[src/rtl/data_stack_system_pkg.sv]
// Shared widths and control encodings for the data-stack datapath.
// Imported by the top level and the register-file sub-module.
package data_stack_system_pkg;

    localparam int DEFAULT_WIDTH      = 16;
    localparam int DEFAULT_DEPTH_LOG2 = 4;

    // TR source select codes; 5..7 mean "hold TR".
    localparam logic [2:0] SRC_A   = 3'd0;
    localparam logic [2:0] SRC_B   = 3'd1;
    localparam logic [2:0] SRC_C   = 3'd2;
    localparam logic [2:0] SRC_D   = 3'd3;
    localparam logic [2:0] SRC_POP = 3'd4;

    // DP control codes; 3 also holds.
    localparam logic [1:0] DP_HOLD = 2'd0;
    localparam logic [1:0] DP_INC  = 2'd1;
    localparam logic [1:0] DP_DEC  = 2'd2;

endpackage

[src/rtl/data_stack_system_stack_reg_file.sv]
// Backing store for the data stack: synchronous write, asynchronous read,
// and asynchronous clear of every entry.
module stack_reg_file
    import data_stack_system_pkg::*;
#(
    parameter int WIDTH      = DEFAULT_WIDTH,
    parameter int DEPTH_LOG2 = DEFAULT_DEPTH_LOG2
) (
    input  logic                  clk,
    input  logic                  rst,
    input  logic                  write_en,
    input  logic [DEPTH_LOG2-1:0] addr,
    input  logic [WIDTH-1:0]      write_data,
    output logic [WIDTH-1:0]      read_data
);

    localparam int DEPTH = 2 ** DEPTH_LOG2;

    logic [WIDTH-1:0] mem [DEPTH];

    // NOTE: the array is built from resettable flops rather than a RAM macro
    // because every entry must read back as zero the moment reset asserts.
    always_ff @(posedge clk or posedge rst) begin
        if (rst) begin
            for (int i = 0; i < DEPTH; i++) begin
                mem[i] <= '0;
            end
        end else if (write_en) begin
            mem[addr] <= write_data;
        end
    end

    assign read_data = mem[addr];

endmodule

[src/rtl/data_stack_system.sv]
// Data-stack datapath: top-of-stack register TR, its source mux, the data
// pointer DP, and the register file holding the rest of the stack.
module data_stack_system
    import data_stack_system_pkg::*;
#(
    parameter int WIDTH      = DEFAULT_WIDTH,
    parameter int DEPTH_LOG2 = DEFAULT_DEPTH_LOG2
) (
    input  logic             CLK,
    input  logic             reset,
    input  logic [WIDTH-1:0] tr_src_a,
    input  logic [WIDTH-1:0] tr_src_b,
    input  logic [WIDTH-1:0] tr_src_c,
    input  logic [WIDTH-1:0] tr_src_d,
    input  logic [2:0]       tr_src,
    input  logic             tr_write,
    input  logic [1:0]       dp_inc,
    input  logic             reg_write,
    output logic [WIDTH-1:0] TR,
    output logic [WIDTH-1:0] read_data
);

    logic [DEPTH_LOG2-1:0] dp;
    logic [DEPTH_LOG2-1:0] dp_next;
    logic [WIDTH-1:0]      tr_next;

    // NOTE: every always_comb output gets a default first so no code path
    // leaves it unassigned and infers a latch.
    always_comb begin
        tr_next = TR;
        case (tr_src)
            SRC_A:   tr_next = tr_src_a;
            SRC_B:   tr_next = tr_src_b;
            SRC_C:   tr_next = tr_src_c;
            SRC_D:   tr_next = tr_src_d;
            SRC_POP: tr_next = read_data;
            default: tr_next = TR;
        endcase
    end

    // DP wraps naturally at its bit width; the stack has no over/underflow flags.
    always_comb begin
        dp_next = dp;
        case (dp_inc)
            DP_HOLD: dp_next = dp;
            DP_INC:  dp_next = dp + 1'b1;
            DP_DEC:  dp_next = dp - 1'b1;
            default: dp_next = dp;
        endcase
    end

    // NOTE: non-blocking assignments make the register file, TR and DP all
    // sample pre-edge values, which is what makes a one-edge push/pop work.
    always_ff @(posedge CLK or posedge reset) begin
        if (reset) begin
            TR <= '0;
            dp <= '0;
        end else begin
            if (tr_write) begin
                TR <= tr_next;
            end
            dp <= dp_next;
        end
    end

    stack_reg_file #(
        .WIDTH      (WIDTH),
        .DEPTH_LOG2 (DEPTH_LOG2)
    ) u_stack_reg_file (
        .clk        (CLK),
        .rst        (reset),
        .write_en   (reg_write),
        .addr       (dp),
        .write_data (TR),
        .read_data  (read_data)
    );

endmodule

[config.mk]
export PLATFORM = sky130hd
export DESIGN_NAME = data_stack_system
export DESIGN_NICKNAME = d
export VERILOG_FILES = /design/src/rtl/data_stack_system_pkg.sv /design/src/rtl/data_stack_system_stack_reg_file.sv /design/src/rtl/data_stack_system.sv
export SDC_FILE = /design/constraint.sdc
export NUM_CORES = 1
export LEC_CHECK = 0
export CAP_MARGIN = 20
export CORE_MARGIN = 2
export CORE_UTILIZATION = 42
export CTS_CLUSTER_SIZE = 16
export DETAILED_ROUTE_END_ITERATION = 8
export PLACE_DENSITY = 0.68
export SKIP_LAST_GASP = 1
export SYNTH_ARGS = -nofsm -noshare
export SYNTH_HDL_FRONTEND = slang
export SYNTH_HIERARCHICAL = 1
export SYNTH_SLANG_ARGS = --single-unit
[constraint.sdc]
create_clock -name CLK -period 11.03 [get_ports CLK]
set_input_delay 1.103 -clock CLK [delete_from_list [all_inputs] [get_ports CLK]]
set_output_delay 1.103 -clock CLK [all_outputs]
set_load 0.01 [all_outputs]
# [Word level (Yosys, flattened, before mapping)]
# Cells that the tools add are included.
[word_totals] output_inout_bits=32 reg_bits=276 wordCells=42 inputBits=73
[classes] add_sub_neg=2 bitwise=1 n_reduce_logical=5 mux=8 n_eq_ne=6 magnitude_cmp=2
[op_table] operator="bitwise mux 256 bit" count=1
[op_table] operator="case mux 16 bit (5 select lines)" count=1
[op_table] operator="binary-select mux 16 bit (select 4 bit)" count=1
[op_table] operator="demux 16 bit (select 4 bit)" count=1
[op_table] operator="two-way mux 16 bit" count=3
[op_table] operator="case mux 4 bit (2 select lines)" count=1
[op_table] operator="== test 3 x 2 -> 1 bit (second input constant)" count=2
[op_table] operator="greater-or-equal comparator 5 bit (second input constant)" count=1
[op_table] operator="less-than comparator 5 x 1 -> 1 bit (second input constant)" count=1
[op_table] operator="NOT 4 -> 5 bit" count=1
[op_table] operator="nonzero test 5 bit" count=1
[op_table] operator="adder 4 x 1 -> 4 bit (second input constant)" count=1
[op_table] operator="subtractor 4 x 1 -> 4 bit (second input constant)" count=1
[op_table] operator="== test 3 x 1 -> 1 bit (second input constant)" count=1
[op_table] operator="== test 3 bit (second input constant)" count=1
[op_table] operator="zero test 3 bit" count=1
[op_table] operator="== test 2 x 1 -> 1 bit (second input constant)" count=1
[op_table] operator="== test 2 bit (second input constant)" count=1
[op_table] operator="AND reduction 2 bit" count=1
[op_table] operator="nonzero test 2 bit" count=1
[op_table] operator="logical AND 1 bit" count=1

# [Longest topological paths before layout]
[logic_depth] word_depth=6 mapped_depth=9 depth_no_buf=7

# [Modules after synthesis]
# Netlist, hierarchy kept.
[by_module_without_submodules] mod="stack_reg_file" area_each_um2=11498.5 seq_area_each_um2=6406.1 cells_per_inst=713 instances=1
[by_module_without_submodules] mod="data_stack_system" area_each_um2=1634.1 seq_area_each_um2=500.5 cells_per_inst=201 instances=1

# [Worst setup path after synthesis]
# Ideal clock, no wire load.
[synth_path] path_type="register -> output" start="register dp[0]" end="output read_data[0]" n_path_buf=2 required_ps=9927 t_arrival_ps=1761 stages_incl_launch_ff=6 setup_slack_ps=8166 cell_sequence="dfrtp_1 -> buf_4 -> buf_2 -> mux4_2 -> a22oi_1 -> nand2_1"
[synth_between] elab_chain_cells=4
[synth_lines] element="start, declared" line_no="data_stack_system.sv:23" source="logic [DEPTH_LOG2-1:0] dp;"
[synth_lines] element="start signal, assigned" line_no="data_stack_system.sv:62" source="dp <= dp_next;"
[synth_lines] element="NOT 4 -> 5 bit (not written as such)" line_no="data_stack_system_stack_reg_file.sv:33" source="assign read_data = mem[addr];"
[synth_lines] element="binary-select mux 16 bit (select 4 bit)" line_no="data_stack_system_stack_reg_file.sv:33"
[synth_lines] element="two-way mux 16 bit (not written as such) (2 in a row)" line_no="data_stack_system_stack_reg_file.sv:33"
[synth_lines] element="end, declared" line_no="data_stack_system.sv:20" source="output logic [WIDTH-1:0] read_data"
# No other way between the ends. The select of a mux whose other input is x is not followed.

# [Worst setup path in the final report]
[layout_path] start="register dp[0]" end="output read_data[2]"
# The elaborated chain is that of the path after synthesis.

==> reports/results.tsv <==
metric	value	unit
status	finished, final reports clean	
die_w	181	um
vias_per_cell	5.91	
yosysMostFrequentCell	dfrtp_1	
whs	0.497	ns
initial_core_util	42.8	%
synth_area	13100	um^2
postCtsHoldBufs	0	
synthTopCellsByCount	dfrtp_1, mux2_2, mux4_2	
cts.clk_slew.worst_paths	0.06	ns
gr-usage-met1	30.1	%
nNetsFinal	1070	
io-pin-count	105	
grt_pass1_wl	53000	um
synth_flop_cell	dfrtp_1	
crit_chain	buf_4 > mux4_2 > a22oi_1 > nand2_1 > clkdlybuf4s50_1	
slew_headroom	27.0	%
cts_tree	built	
postCtsSetupBuffers	0	
tns	0	ns
synthTopCellsByArea	dfrtp_1, mux2_2, mux4_2	
setup_viol	0	
first_iter_violations	649	
clock.fmax	208	MHz
crit_path_max_incr_delay	0.78	ns
synth_warnings	6	
clockBufferDepth	3	
htreeDepth	1	
grt_max_degree	122	
insertion_delay	0.55	ns
synth-edff-count	0	
post-route-util	50.4	%
dr_total_vias	8332	
dr.pass1.iters	7	
grtUsageMet2	33.5	%
syn_nets	990	
worst_pin_slew	1.09	ns
busiest_layer	met2	
post-place-ws	6.72	ns
route.final.wire_length	33700	um
ys_seq_elements	276	
drc_errors	0	
design.core.area	30700	um^2
synth.avg_cell_area	14.4	um^2
dieArea	32700	um^2
hold_path_class	flip-flop to flip-flop	
postCtsResizedCells	0	
antenna_cells	0	
hpwl	20700	um
hold_violations	0	
area_growth_syn_to_layout	17.7	%
place_congestion	0.825	
synthArstFlopShare	100	%
critPathLaunchType	flip-flop	
maxCapViolations	0	
grt_pass1_vias	8582	
synth_top_area_share	52.6	%
ys_types	45	
synthCells	914	
grt_overflow	0	
crit_type	flip-flop to output port	
clock-root-buffer	clkbuf_16	
antenna_found_initial	0	
seq_area_frac_synth	52.6	%
crit_arrival	3.70	ns
timing.critical_path.slowest_stage_cell	dfrtp_4	
slew_viol_final	0	
grtUsageMet3	2.44	%
fp.dieH	181	um
p_total	4.64	mW
placementRows	64	
layout_setup_ws	6.22	ns
crit_family	buffers and inverters	
drtAntennaViolNets	0	
crit_path_max_fanout	43	
cts_sinks	276	
power_leakage	6.17	nW
peakVddDrop	0.000135	V
finalCritPeriodShare	43.6	%
period_needed	4.81	ns
cts_buffers	29	
grtUsageTotal	20.7	%
grt_setup_unrepaired	false	
drive_above_1_share	41.1	%
io_buffers	104	
worstPathBufferInverterCount	2	
wl_per_cell	23.9	um
yosys.area.top_type	dfrtp_1	
required	9.93	ns
end_kind	output port	
finClkSkew	0.0107	ns
powerDensity	300	nW/um^2
## placed cells by master, fill, tap and decap left out, types with 16 or more instances in the layout
master             n
clkdlybuf4s50_1  104
buf_4             23
a21oi_1           31
clkbuf_16         29
dfrtp_1          274
nor2b_1           19
o22ai_1           16
and3_1            16
a22oi_1           32
nand2_1           19
mux4_2            64
mux2_2           256
## routing by layer
metal,part of all wire (%),vias up
met1,45,4426
met5,0,-
met4,1.8,0
met2,47,279
met3,5.9,50
li1,-,3577
## area by class of cell
cell class,count,area [um^2]
clock buffers,41,841
repair buffers,131,1270
well taps,396,495
fillers,2554,15200
clock inverters,11,115
flip-flops and latches,276,6910
multi-input cells,549,5790
inverters,7,33.8
## cell families after synthesis
logic type / synth area share [%]
AOI/OAI and AO/OA: 6.05
DFF: 52.6
and+or+nand+nor: 4.35
adders and majority gates: 0.286
muxes: 33.2
xor gates and xnor gates: 0.200
buffers and inverters: 3.35
## state kept, by name, summed over array words and instances (netlist names)
name                  count
TR                       16
dp                        4
u_stack_reg_file/mem    256
## stage by stage
step | area, um^2 | instances
final | 15500 | 1411
after global routing | 15500 | 1411
after CTS | 15500 | 1411
after detailed placement | 14500 | 1359
after global placement | 14400 | 1354
after floorplan | 13100 | 914
## worst paths after layout
kind | start | to | slack (ns) | depth (start not counted)
hold reg to reg | u_stack_reg_file/mem[144] | u_stack_reg_file/mem[144] | 0.50 | 1
min in group asynchronous | reset | u_stack_reg_file/mem[156] | 1.12 | 2
setup reg to reg | dp[0] | TR[2] | 7.78 | 7
hold / removal | u_stack_reg_file/mem[144] | u_stack_reg_file/mem[144] | 0.50 | 1
max in group asynchronous | reset | u_stack_reg_file/mem[209] | 8.43 | 3
setup / recovery | dp[0] | read_data[2] | 6.22 | 5
## power by group
part	internal [mW]	switching, mW
Sequential	1.51	0.343
Combinational	1.07	0.745
Clock	0.575	0.402
Power figures use the tool's default switching activity.
